### config.mk
export PLATFORM = sky130hd
export DESIGN_NAME = fifo
export DESIGN_NICKNAME = d
export VERILOG_FILES = /design/src/rtl/fifo_pkg.sv /design/src/rtl/fifo_mem.sv /design/src/rtl/fifo.sv
export SDC_FILE = /design/constraint.sdc
export NUM_CORES = 1
export LEC_CHECK = 0
export ABC_AREA = 1
export BUFFER_PORTS_ARGS = -buffer_cell sky130_fd_sc_hd__clkbuf_2
export CAP_MARGIN = 30
export CORE_MARGIN = 2
export CORE_UTILIZATION = 55
export CTS_CLUSTER_DIAMETER = 80
export DETAILED_ROUTE_END_ITERATION = 10
export GPL_TIMING_DRIVEN = 0
export HOLD_SLACK_MARGIN = 0.12
export PLACE_DENSITY = 0.77
export SETUP_SLACK_MARGIN = 0.2
export SYNTH_ARGS = -nofsm -noshare
export SYNTH_HDL_FRONTEND = slang
export SYNTH_HIERARCHICAL = 1
export SYNTH_SLANG_ARGS = --single-unit
### constraint.sdc
create_clock -name clk -period 2.9 [get_ports clk]
set_input_delay 0.435 -clock clk [delete_from_list [all_inputs] [get_ports clk]]
set_output_delay 0.435 -clock clk [all_outputs]
set_load 0.02 [all_outputs]
### src/rtl/fifo_pkg.sv
// rtl/fifo_pkg.sv - default constants and sizing helper shared by the fifo slice
//
// Purpose : holds the default geometry of the fifo and the occupancy
//           counter width function used by fifo and fifo_mem.
package fifo_pkg;

  localparam int FIFO_DATA_W     = 4;
  localparam int FIFO_DEPTH      = 9;
  localparam int FIFO_ALFULL_CNT = 5;

  // Occupancy runs 0..depth inclusive, so it needs one more code than depth.
  function automatic int cnt_width(input int depth);
    return $clog2(depth + 1);
  endfunction

  // Pointer width; a depth of 1 would otherwise yield a zero-width pointer.
  function automatic int ptr_width(input int depth);
    return (depth > 1) ? $clog2(depth) : 1;
  endfunction

endpackage

### src/rtl/fifo_mem.sv
// rtl/fifo_mem.sv - DEPTH x DATA_W register array, one write port, one registered read port
//
// Purpose : storage for fifo. The array itself is not reset; only the read
//           data register is, so dout comes out of reset as zero.
// Ports   : clk, rst_n     - clock, asynchronous active-low reset
//           wr_en/wr_addr/wr_data - write port, stored on rising edge
//           rd_en/rd_addr  - read request, rd_data loaded on rising edge
//           rd_data        - registered read data, holds when rd_en is low
module fifo_mem
  import fifo_pkg::*;
#(
  parameter int DATA_W = FIFO_DATA_W,
  parameter int DEPTH  = FIFO_DEPTH,
  parameter int AW     = ptr_width(FIFO_DEPTH)
) (
  input  logic              clk,
  input  logic              rst_n,
  input  logic              wr_en,
  input  logic [AW-1:0]     wr_addr,
  input  logic [DATA_W-1:0] wr_data,
  input  logic              rd_en,
  input  logic [AW-1:0]     rd_addr,
  output logic [DATA_W-1:0] rd_data
);

  logic [DATA_W-1:0] mem [DEPTH];

  always_ff @(posedge clk) begin
    if (wr_en) begin
      mem[wr_addr] <= wr_data;
    end
  end

  always_ff @(posedge clk or negedge rst_n) begin
    if (!rst_n) begin
      rd_data <= '0;
    end else if (rd_en) begin
      rd_data <= mem[rd_addr];
    end
  end

endmodule

### src/rtl/fifo.sv
// rtl/fifo.sv - single-clock synchronous fifo with registered status flags
//
// Purpose : first-in first-out buffer of DEPTH entries of DATA_W bits.
//           Optional macro FIFO_ERR_FLAGS_EN adds sticky ovf/udf outputs.
// Ports   : clk, rst_n     - clock, asynchronous active-low reset
//           din, wr_en     - write data / request (dropped when full)
//           rd_en          - read request (ignored when empty)
//           dout           - registered read data, 1-cycle latency
//           buf_empty      - occupancy == 0
//           buf_full       - occupancy == DEPTH
//           alfull         - occupancy >= ALFULL_CNT
//           ovf, udf       - (FIFO_ERR_FLAGS_EN only) sticky dropped-write /
//                            ignored-read indicators, cleared by reset
module fifo
  import fifo_pkg::*;
#(
  parameter int DATA_W     = FIFO_DATA_W,
  parameter int DEPTH      = FIFO_DEPTH,
  parameter int ALFULL_CNT = FIFO_ALFULL_CNT
) (
  input  logic              clk,
  input  logic              rst_n,
  input  logic [DATA_W-1:0] din,
  input  logic              wr_en,
  input  logic              rd_en,
  output logic [DATA_W-1:0] dout,
  output logic              buf_empty,
  output logic              buf_full,
  output logic              alfull
`ifdef FIFO_ERR_FLAGS_EN
  ,
  output logic              ovf,
  output logic              udf
`endif
);

  localparam int AW = ptr_width(DEPTH);
  localparam int CW = cnt_width(DEPTH);

  logic [AW-1:0] wr_ptr;
  logic [AW-1:0] rd_ptr;
  logic [CW-1:0] count;
  logic [CW-1:0] count_nxt;
  logic          wr_acc;
  logic          rd_acc;

  // Acceptance uses the registered flags, i.e. the pre-edge occupancy, so a
  // write on a full fifo is dropped even if a read frees a slot that cycle.
  assign wr_acc = wr_en && !buf_full;
  assign rd_acc = rd_en && !buf_empty;

  always_comb begin
    count_nxt = count;
    case ({wr_acc, rd_acc})
      2'b10:   count_nxt = count + CW'(1);
      2'b01:   count_nxt = count - CW'(1);
      default: count_nxt = count;
    endcase
  end

  // Flags are computed from the next occupancy so they track the counter on
  // the same edge instead of lagging it by a cycle.
  always_ff @(posedge clk or negedge rst_n) begin
    if (!rst_n) begin
      wr_ptr    <= '0;
      rd_ptr    <= '0;
      count     <= '0;
      buf_empty <= 1'b1;
      buf_full  <= 1'b0;
      alfull    <= 1'b0;
    end else begin
      if (wr_acc) begin
        wr_ptr <= (wr_ptr == AW'(DEPTH - 1)) ? '0 : wr_ptr + AW'(1);
      end
      if (rd_acc) begin
        rd_ptr <= (rd_ptr == AW'(DEPTH - 1)) ? '0 : rd_ptr + AW'(1);
      end
      count     <= count_nxt;
      buf_empty <= (count_nxt == '0);
      buf_full  <= (count_nxt == CW'(DEPTH));
      alfull    <= (count_nxt >= CW'(ALFULL_CNT));
    end
  end

`ifdef FIFO_ERR_FLAGS_EN
  always_ff @(posedge clk or negedge rst_n) begin
    if (!rst_n) begin
      ovf <= 1'b0;
      udf <= 1'b0;
    end else begin
      if (wr_en && buf_full) begin
        ovf <= 1'b1;
      end
      if (rd_en && buf_empty) begin
        udf <= 1'b1;
      end
    end
  end
`endif

  fifo_mem #(
    .DATA_W (DATA_W),
    .DEPTH  (DEPTH),
    .AW     (AW)
  ) u_mem (
    .clk     (clk),
    .rst_n   (rst_n),
    .wr_en   (wr_acc),
    .wr_addr (wr_ptr),
    .wr_data (din),
    .rd_en   (rd_acc),
    .rd_addr (rd_ptr),
    .rd_data (dout)
  );

endmodule

==> flow_metrics.py <==
metrics = {
    "setup_path": {
        "r2r-start": "buf_full",
        "reg2regPathDepth": 5,
        "worst-path-max-fanout": 8,
        "worst-setup-path-type": "register to register",
        "start_kind": "register",
        "cp.required_ps": 2840,
        "r2r_slack_ps": 920,
        "critPathArrivalTime_ps": 1920,
        "cp-end-kind": "register",
        "r2r-end": "u_mem/mem[8][0]",
    },
    "synthesis": {
        "ys_seq_area_share_pct": 59.1,
        "synthTopCellsByArea": "edfxtp_1 41%, dfrtp_1 17%, nand2_1 8.0%, nand3_1 6.6%, inv_1 6.1%",
        "netlist_instances": 270,
        "yosysTopAreaCellShare_pct": 41.0,
        "synth_fp_nets": 284,
        "synth.distinct_cells": 29,
        "ys_warn_count": 6,
        "avgSynthCellArea_um2": 9.76,
        "yosys.area.top_type": "edfxtp_1",
        "synth.cell_area_um2": 2640,
        "synth_seq_cells": 55,
    },
    "timing": {
        "setup_tns_ps": 0,
        "rsz0062_at_grt": "no",
        "worst_pin_slew_ps": 959,
        "setup_violations": 0,
        "fin_hold_ws_ps": 467,
        "fin_crit_ps": 1980,
        "slew_headroom_pct": 35.5,
        "final_max_slew_viol_count": 0,
        "clock_skew_ps": 9.17,
        "final.period_utilization_pct": 68.4,
        "clock.fmax_mhz": 504,
        "hold_violations": 0,
    },
    "layout": {
        "utilization_pct": 61.9,
        "fin_nets": 306,
        "finalNonFillerCells": 347,
        "syn2layout_area_growth_pct": 9.40,
        "diodes": 0,
        "fillers": 375,
        "drive_above_1_share_pct": 15.7,
    },
    "grt": {
        "antenna_found_initial": 0,
        "grt_pass1_vias": 1732,
        "grt_pass1_wl_mm": 8.07,
        "gr-total-overflow": 0,
        "grt_use_met2_pct": 32.3,
        "grt_start_max_net_pins": 20,
        "top_usage_layer": "met2",
        "met1_usage_pct": 26.4,
        "grt_use_met3_pct": 4.83,
        "grtUsageTotal_pct": 20.2,
    },
    "clock_tree": {
        "cts_root_buf": "clkbuf_8",
        "clk_latency_ps": 300,
        "cts_buffer_depth": 2,
        "ctsResizeCount": 0,
        "cts_sinks": 55,
        "cts_post_setup_buffers_inserted": 0,
        "cts_buffers": 5,
        "hold_buffers": 1,
        "htree_num_levels": 2,
        "cts_tree": "built",
        "clkTransAtPathRegs_ps": 90,
    },
    "placement": {
        "dp.final_hpwl_mm": 3.51,
        "place_congestion": 0.932,
        "post-place-cells": 338,
        "io_buffers": 14,
    },
    "floorplanning": {
        "die_h_um": 73.2,
        "dieArea_um2": 5360,
        "start_util_pct": 56.6,
        "rows": 25,
        "die_x_um": 73.2,
        "core-area_um2": 4660,
        "pin_count": 15,
    },
    "routing": {
        "drc": 0,
        "detail_route.wirelength_mm": 4.81,
        "wl_per_cell_um": 13.9,
        "drt_iter0_markers": 129,
        "drtPass1Iterations": 5,
        "avgViaCountPerCell": 5.24,
        "vias": 1820,
        "ant_nets": 0,
    },
    "power": {
        "p_leak_nw": 1.30,
        "p_sw_mw": 1.17,
        "swShare_pct": 40.9,
        "total_power_mw": 2.86,
        "combPwrFrac_pct": 43.1,
        "power.internal_mw": 1.69,
        "p_per_area_nw_per_um2": 991,
        "clock_power_share_pct": 15.6,
        "ir_drop_mv": 0.644,
        "seqPwrFrac_pct": 41.3,
    },
    "min_path": {
        "hold_end": "u_mem/mem[8][1]",
        "hp-class": "input pin to register",
        "hold_depth": 1,
        "min_from": "din[1]",
    },
    "outcome": {
        "outcome": "complete, no violations",
    },
    "run": {
        "cap_violations": 0,
    },
}
cell usage in the layout, fill, tap and decap left out, types with 3 or more instances in the layout:
cell | netlist | final
or2_2 | 4 | 4
clkbuf_8 | 0 | 7
o21ai_0 | 6 | 6
a31oi_1 | 4 | 4
a21oi_2 | 3 | 3
nand3_1 | 35 | 35
edfxtp_1 | 36 | 36
nand2_1 | 56 | 56
buf_6 | 3 | 3
clkbuf_2 | 0 | 14
nor2_1 | 27 | 27
ha_1 | 6 | 6
inv_1 | 43 | 43
nand2_2 | 3 | 3
dfrtp_1 | 18 | 18
a21oi_1 | 5 | 5
metal layers:
metal / up-vias / share of wire (%)
met5: - / 0
met4: 0 / 2.8
met3: 12 / 3.1
met2: 37 / 48
met1: 852 / 46
li1: 919 / -
area by class of cell:
type	count	area (µm²)	area share, %
sequential	55	1560	54.0
clock buffer	8	100	3.47
inverter	45	171	5.94
timing repair buffer	15	80.1	2.78
tap	54	67.6	2.34
multi-input combinational	165	861	29.8
buffer	5	46.3	1.61
kinds of logic (layout without fill, tap and decap cells):
logic type / after synthesis / in the layout / synth area share [%]
simple gates: 135 / 135 / 23.8
flops: 55 / 55 / 59.1
buf+inv: 50 / 73 / 8.26
compound gates: 20 / 20 / 4.41
fa+ha+maj: 6 / 6 / 2.85
xor+xnor: 4 / 4 / 1.61
synth_stat cells:
cell / number
nand4_1: 2
nor4_1: 2
buf_2: 1
inv_1: 43
a21oi_2: 3
nand3_1: 35
nand2_4: 2
inv_4: 1
nand3_4: 1
inv_2: 1
nand2_2: 3
nor2_4: 1
a31oi_1: 4
dfstp_2: 1
nand2_1: 56
or2_2: 4
ha_1: 6
xnor2_1: 2
nand3_2: 2
xor2_1: 1
a21oi_1: 5
xor2_2: 1
nor2_1: 27
buf_4: 1
edfxtp_1: 36
o21ai_0: 6
o21ai_1: 2
buf_6: 3
dfrtp_1: 18
metrics by stage:
step	cell area (µm²)	setup slack, ps
4_1_cts	2880	916
3_3_place_gp	2770	881
3_5_place_dp	2770	841
2_1_floorplan	2640	1160
5_1_grt	2880	815
6_report	2880	916
worst max-delay path, stage by stage (launching register included):
cell and delay, ps:
dfrtp_1 390, inv_1 90, nand2_4 90, inv_1 180, inv_1 80, nor4_1 790
registers in the layout, indices dropped and copies added (netlist names):
signal and flops:
u_mem/mem 36, count 4, rd_ptr 4, u_mem/rd_data 4, wr_ptr 4, alfull 1, buf_empty 1, buf_full 1
worst max-delay path by stage:
| stage | start | end | slack (ps) | depth (start not counted) |
|---|---|---|---|---|
| 5_1_grt | buf_full | u_mem/mem[8][2] | 820 | 5 |
| 2_1_floorplan | buf_empty | alfull | 1160 | 7 |
| 4_1_cts | buf_full | u_mem/mem[8][0] | 920 | 5 |
| 6_report | buf_full | u_mem/mem[8][0] | 920 | 5 |
| 3_3_place_gp | wr_en | u_mem/mem[8][3] | 880 | 5 |
| 3_5_place_dp | wr_en | u_mem/mem[8][3] | 840 | 5 |
power by group through the flow:
| stage | registers, mW | clock network (mW) | logic (mW) |
|---|---|---|---|
| global placement | 1.19 | 0 | 1.18 |
| finish | 1.18 | 0.446 | 1.23 |
| detailed placement | 1.20 | 0 | 1.22 |
| CTS | 1.18 | 0.458 | 1.23 |
| floorplan | 1.22 | 0 | 0.903 |
| global route | 1.21 | 0.490 | 1.39 |
(Power assumes the default switching activity.)
